**src/rtl/wb_traffic_master.sv**
```systemverilog
// Wishbone classic-cycle traffic initiator issuing a bounded run of LFSR-driven single reads/writes.
// Optional read-data check against the address-decoded slave index: `define WB_TRAFFIC_CHECK_EN.
module wb_traffic_master #(
    parameter logic [31:0] id      = 32'd0,
    parameter logic [15:0] n       = 16'd16,
    parameter logic [31:0] seed    = 32'h1,
    parameter logic [15:0] timeout = 16'd64
) (
    input  logic        sys_clk,
    input  logic        sys_rst_n,
    input  logic        start,
    output logic        busy,
    output logic        done,
    output logic [15:0] timeout_count,
    output logic [15:0] err_count,
    output logic [31:0] dat_w,
    input  logic [31:0] dat_r,
    output logic [31:0] adr,
    output logic        we,
    output logic [3:0]  sel,
    output logic        cyc,
    output logic        stb,
    input  logic        ack
);

    localparam logic [2:0]  S_IDLE    = 3'd0;
    localparam logic [2:0]  S_LOAD    = 3'd1;
    localparam logic [2:0]  S_ISSUE   = 3'd2;
    localparam logic [2:0]  S_GAP     = 3'd3;
    localparam logic [2:0]  S_DONE    = 3'd4;
    localparam logic [31:0] POLY      = 32'h8020_0003;
    localparam logic [31:0] SEED_EFF  = (seed == 32'd0) ? 32'd1 : seed;
    localparam logic [15:0] WAIT_LAST = timeout - 16'd1;

    function automatic logic [31:0] lfsr_step(input logic [31:0] l);
        return l[0] ? ({1'b0, l[31:1]} ^ POLY) : {1'b0, l[31:1]};
    endfunction

    function automatic logic [15:0] sat_inc(input logic [15:0] v);
        return (v == 16'hFFFF) ? v : v + 16'd1;
    endfunction

    logic [2:0]  state_q, state_d;
    logic [31:0] lfsr_q, lfsr_d, lfsr_nx_s;
    logic [31:0] adr_q, adr_d, dat_w_q, dat_w_d;
    logic        we_q, we_d, cyc_q, cyc_d, busy_q, busy_d, done_q, done_d;
    logic [3:0]  sel_q, sel_d;
    logic [15:0] tmo_cnt_q, tmo_cnt_d, err_cnt_q, err_cnt_d;
    logic [15:0] wait_q, wait_d, retired_q, retired_d;
    logic [1:0]  gap_q, gap_d;
    logic        chk_err_s;
    logic        unused_s;

    assign lfsr_nx_s = lfsr_step(lfsr_q);
    assign unused_s  = ^dat_r;

`ifdef WB_TRAFFIC_CHECK_EN
    assign chk_err_s = ~we_q & (dat_r[15:0] != {12'h000, adr_q[31:28]});
`else
    assign chk_err_s = 1'b0;
`endif

    // Next-state and next-output logic for the run sequencer.
    always_comb begin
        state_d   = state_q;
        lfsr_d    = lfsr_q;
        adr_d     = adr_q;
        we_d      = we_q;
        sel_d     = sel_q;
        dat_w_d   = dat_w_q;
        cyc_d     = cyc_q;
        busy_d    = busy_q;
        done_d    = 1'b0;
        tmo_cnt_d = tmo_cnt_q;
        err_cnt_d = err_cnt_q;
        wait_d    = wait_q;
        retired_d = retired_q;
        gap_d     = gap_q;
        case (state_q)
            S_IDLE: begin
                if (start) begin
                    tmo_cnt_d = 16'd0;
                    err_cnt_d = 16'd0;
                    retired_d = 16'd0;
                    busy_d    = 1'b1;
                    state_d   = S_LOAD;
                end else begin
                    state_d = S_IDLE;
                end
            end
            // Single cyc-low cycle where the LFSR steps and the new bus fields are registered.
            S_LOAD: begin
                lfsr_d  = lfsr_nx_s;
                adr_d   = {lfsr_nx_s[31:2], 2'b00};
                we_d    = lfsr_nx_s[0];
                sel_d   = (lfsr_nx_s[7:4] == 4'h0) ? 4'hF : lfsr_nx_s[7:4];
                dat_w_d = {lfsr_nx_s[31:4], id[3:0]};
                cyc_d   = 1'b1;
                wait_d  = 16'd0;
                state_d = S_ISSUE;
            end
            S_ISSUE: begin
                if (ack) begin
                    cyc_d     = 1'b0;
                    retired_d = retired_q + 16'd1;
                    gap_d     = lfsr_q[9:8];
                    err_cnt_d = chk_err_s ? sat_inc(err_cnt_q) : err_cnt_q;
                    state_d   = S_GAP;
                end else if (wait_q == WAIT_LAST) begin
                    cyc_d     = 1'b0;
                    retired_d = retired_q + 16'd1;
                    gap_d     = lfsr_q[9:8];
                    tmo_cnt_d = sat_inc(tmo_cnt_q);
                    state_d   = S_GAP;
                end else begin
                    wait_d = wait_q + 16'd1;
                end
            end
            S_GAP: begin
                if (gap_q != 2'd0) begin
                    gap_d = gap_q - 2'd1;
                end else if (retired_q == n) begin
                    done_d  = 1'b1;
                    busy_d  = 1'b0;
                    state_d = S_DONE;
                end else begin
                    state_d = S_LOAD;
                end
            end
            S_DONE: begin
                state_d = S_IDLE;
            end
            default: begin
                cyc_d   = 1'b0;
                busy_d  = 1'b0;
                state_d = S_IDLE;
            end
        endcase
    end

    // Register update; reset drops the bus immediately and restores the seed.
    always_ff @(posedge sys_clk or negedge sys_rst_n) begin
        if (!sys_rst_n) begin
            state_q   <= S_IDLE;
            lfsr_q    <= SEED_EFF;
            adr_q     <= 32'd0;
            we_q      <= 1'b0;
            sel_q     <= 4'd0;
            dat_w_q   <= 32'd0;
            cyc_q     <= 1'b0;
            busy_q    <= 1'b0;
            done_q    <= 1'b0;
            tmo_cnt_q <= 16'd0;
            err_cnt_q <= 16'd0;
            wait_q    <= 16'd0;
            retired_q <= 16'd0;
            gap_q     <= 2'd0;
        end else begin
            state_q   <= state_d;
            lfsr_q    <= lfsr_d;
            adr_q     <= adr_d;
            we_q      <= we_d;
            sel_q     <= sel_d;
            dat_w_q   <= dat_w_d;
            cyc_q     <= cyc_d;
            busy_q    <= busy_d;
            done_q    <= done_d;
            tmo_cnt_q <= tmo_cnt_d;
            err_cnt_q <= err_cnt_d;
            wait_q    <= wait_d;
            retired_q <= retired_d;
            gap_q     <= gap_d;
        end
    end

    assign busy          = busy_q;
    assign done          = done_q;
    assign timeout_count = tmo_cnt_q;
    assign err_count     = err_cnt_q;
    assign dat_w         = dat_w_q;
    assign adr           = adr_q;
    assign we            = we_q;
    assign sel           = sel_q;
    assign cyc           = cyc_q;
    assign stb           = cyc_q;

endmodule

```
**config.mk**
```make
export PLATFORM = sky130hd
export DESIGN_NAME = wb_traffic_master
export DESIGN_NICKNAME = d
export VERILOG_FILES = /design/src/rtl/wb_traffic_master.sv
export SDC_FILE = /design/constraint.sdc
export NUM_CORES = 1
export LEC_CHECK = 0
export CORE_MARGIN = 2
export CORE_UTILIZATION = 49
export CTS_CLUSTER_DIAMETER = 60
export DETAILED_ROUTE_END_ITERATION = 7
export PLACE_DENSITY = 0.81
export SLEW_MARGIN = 20
export SYNTH_ARGS = -nofsm -noshare
export SYNTH_HDL_FRONTEND = slang
export SYNTH_SLANG_ARGS = --single-unit
```
**constraint.sdc**
```tcl
create_clock -name sys_clk -period 3.2 [get_ports sys_clk]
set_input_delay 0.32 -clock sys_clk [delete_from_list [all_inputs] [get_ports sys_clk]]
set_output_delay 0.32 -clock sys_clk [all_outputs]
set_load 0.01 [all_outputs]
```
==> summary.md <==
| Metric | Value |
|---|---|
| Total negative slack | 0 ps |
| Worst R2R End | retired_q[6]$_DFFE_PN0P_ |
| Vias after detailed routing | about 4.3k |
| Max VDD drop | 0.471 mV |
| Async SR Flop Fraction | 100% |
| WP data arrival | 3100 ps |
| Reg2reg start | wait_q[0]$_DFFE_PN0P_ |
| H-Tree Depth | 3 |
| Period Utilization, post-route | 88.8% |
| Area delta synth->final | 12.7% |
| Post-Synth Simple-Gate Area | about a quarter |
| First-pass GRT wire length | 19000 um |
| Mean area per synthesized cell | 8.66 um^2 |
| Post-synthesis compound-gate area fraction | 12.3% |
| WL met3 | roughly 710 um |
| Fin nets | 677 |
| WL per Instance | about 14 um |
| Sequential element share of the synthesized area | 43.6% |
| CP required | 3460 ps |
| Status | complete, no violations |
| Max Used Layer | met4 |
| Routed met1 length | 4980 um |
| Worst Setup Start Kind | flop |
| Ports | 141 |
| Final Skew | 17.6 ps |
| Yosys Warn Count | 0 |
| Number of global-route vias before repair | 4116 |
| Global route total overflow | 0 |
| Post-synthesis adder-cell area fraction | 1.17% |
| Commonest non-fill, non-tap cell in the layout | nand2_1 |
| FF-to-FF path depth | 6 |
| Endpoint class of the critical path | flop |
| Max-Slew Margin vs Limit | between 50% and 60% |
| Die Height | roughly 110 um |
| Vias/cell | 5.54 |
| Deepest clock path buffer count | 2 |
| Post-synthesis mux area share | between 1.5 and 2% |
| Final min period | approximately 2800 ps |
| CTS tree | built |
| Top FF cell, synth | dfrtp_1 |
| Critical-path maximum fanout | 16 |
| Pins Over Slew Limit | 0 |
| Cell count after placement | 764 |
| Final ANT Viol Nets | 0 |
| PortBufs | 86 |
| # Max-Cap Violations | 0 |
| Die ar. | 11800 um^2 |
| N_diodes | 0 |
| Register bit count reported by yosys | 93 |
| Pre-Repair DR Iteration Count | 5 |
| Row count | 38 |
| Main combinational cell family by area after synthesis | simple AND/OR/NAND/NOR gates |
| Worst Path Class, Setup | reg -> reg |
| Initial antenna violation count | 0 |
| Netlist cell types | 63 |
| Drc violations | 0 |
| CTS Buf Count | 9 |
| Final GP Congestion | 0.894 |
| Number of synthesized flops with an enable pin | 0 |
| Chip width | 108 um |
| Layout cells sized above 1 | 6.55% |
| Xor-xnor portion of the synthesized cell area | less than 1% |
| Core Area | ~11000 um^2 |
| Pwr per Cell Area | 715 nW/um^2 |
| Flop2flop setup slack | 360 ps |
| Root buffer cell | clkbuf_8 |
| GR Util All Layers | approximately a fifth |
| Fin cells | 781 |
| Final WL | 11300 um |
| Final Hold Vio Count | 0 |
| Commonest cells after routing, fill and taps aside | 135 x nand2_1, 92 x dfrtp_1, 85 x clkdlybuf4s50_1 |
| Leakage power | 2.61 nW |
| DP Wirelength | 7810 um |
| Clock Latency Late Sink | 370 ps |
| Post CTS Setup Buffer Count | 0 |
| FF+latch area | 2330 um^2 |
| RSZ-0062 raised after global routing | false |
| Area occupied by multi-input gates | about 2300 um^2 |
| Final setup violation count | 0 |
| Max Clock Freq | 352 MHz |
| Fillcell total | 984 |
| Pin count of the biggest net entering global routing | 45 |
| Synthesized area | 5340 um^2 |
| Initial core utilization | 49.7% |
| Post-Syn Instances | 617 |
| Worst-margin pin slew | 702 ps |
| HP Class | in -> async |
| Initial drt markers | around 260 |
| Clk slew on worst S/H paths | roughly 110 ps |
| Met2 Routed Length | about 5400 um |
| CTS Sinks | 93 |
## metal layers
metal	vias to the layer above	GRT usage [%]
li1	2080	-
met1	2070	26.0
met2	154	33.7
met3	23	2.89
met4	0	7.05
met5	-	0
## synth_stat cells, types with 4 or more instances
| cell | count | area [um^2] |
|---|---|---|
| dfrtp_1 | 92 | 2300 |
| clkbuf_1 | 21 | 78.8 |
| nor3b_1 | 4 | 30.0 |
| a21oi_1 | 24 | 120 |
| nand3_1 | 29 | 145 |
| buf_4 | 81 | 608 |
| nor2_1 | 28 | 105 |
| or4_1 | 6 | 45.0 |
| o21ai_0 | 7 | 35.0 |
| mux2i_1 | 9 | 90.1 |
| or3_1 | 4 | 25.0 |
| xnor2_1 | 5 | 43.8 |
| nor3_1 | 12 | 60.1 |
| nand2_1 | 135 | 507 |
| a31oi_1 | 7 | 43.8 |
| o211ai_1 | 8 | 60.1 |
| and3_1 | 5 | 31.3 |
| nand2b_1 | 4 | 25.0 |
| nand4_1 | 20 | 125 |
| ha_1 | 5 | 62.6 |
| o21ai_1 | 16 | 80.1 |
| o31ai_1 | 10 | 75.1 |
| a21o_1 | 5 | 37.5 |
| buf_2 | 4 | 20.0 |
| nor4_1 | 9 | 56.3 |
| inv_1 | 14 | 52.6 |
## kinds of logic (layout without fill, tap and decap cells)
logic type      Yosys count  after routing
compound gates          101            101
xor+xnor                  6              6
fa+ha+maj                 5              5
buf+inv                 124            127
flops                    93             93
mux                       9              9
other cells               1             22
simple gates            278            278
## final cells by class
class	instances	area share, %
Sequential cell	93	38.7
Multi-Input combinational cell	421	38.4
Clock buffer	9	2.06
Timing Repair Buffer	97	15.7
Clock inverter	7	1.43
Inverter	14	0.873
Tap cell	140	2.91
## critical path: stages (launching register included)
cell and delay, ps:
dfrtp_1 430, ha_1 310, or3b_2 460, or4_1 690, a21oi_4 500, o22ai_1 140
a22o_1 190
## power by group
part           switching (mW)  internal [mW]  total, mW  leakage [nW]
clock                   0.487          0.316      0.803         0.105
combinational           0.981          0.823       1.80          1.28
sequential              0.288           1.41       1.70          1.22
## sequential cells by signal (all words and copies together), names as in the netlist
| signal | count |
|---|---|
| state_q | 3 |
| adr | 1 |
| cyc | 1 |
| lfsr_q | 31 |
| timeout_count | 16 |
| busy | 1 |
| we | 1 |
| retired_q | 16 |
| sel | 4 |
| gap_q | 2 |
| wait_q | 16 |
| done | 1 |
## per-stage QoR
stage	util [%]	total power [mW]	area [um^2]	worst slack [ps]	hold slack (ps)
floorplan	-	3.04	5420	840	24.4
global placement	54.0	3.44	5800	489	325
CTS	56.0	4.34	6020	404	479
detailed placement	54.0	3.52	5800	428	338
finish	56.0	4.31	6020	358	478
global route	56.0	4.61	6020	220	516
## repair_timing
action,CTS,global route
hold buffers,1,0
hold endpoints to repair,38,0
gates resized for setup,0,0
## how the worst max path moves through the flow
stage / from / end / cells after the start / slack, ps
floorplan: wait_q[12]$_DFFE_PN0P_ / retired_q[8]$_DFFE_PN0P_ / 6 / 840
global placement: wait_q[0]$_DFFE_PN0P_ / retired_q[6]$_DFFE_PN0P_ / 6 / 490
detailed placement: wait_q[0]$_DFFE_PN0P_ / retired_q[6]$_DFFE_PN0P_ / 6 / 430
CTS: wait_q[0]$_DFFE_PN0P_ / retired_q[6]$_DFFE_PN0P_ / 6 / 400
global route: wait_q[0]$_DFFE_PN0P_ / retired_q[6]$_DFFE_PN0P_ / 6 / 220
finish: wait_q[0]$_DFFE_PN0P_ / retired_q[6]$_DFFE_PN0P_ / 6 / 360
Power figures use the tool's default switching activity.
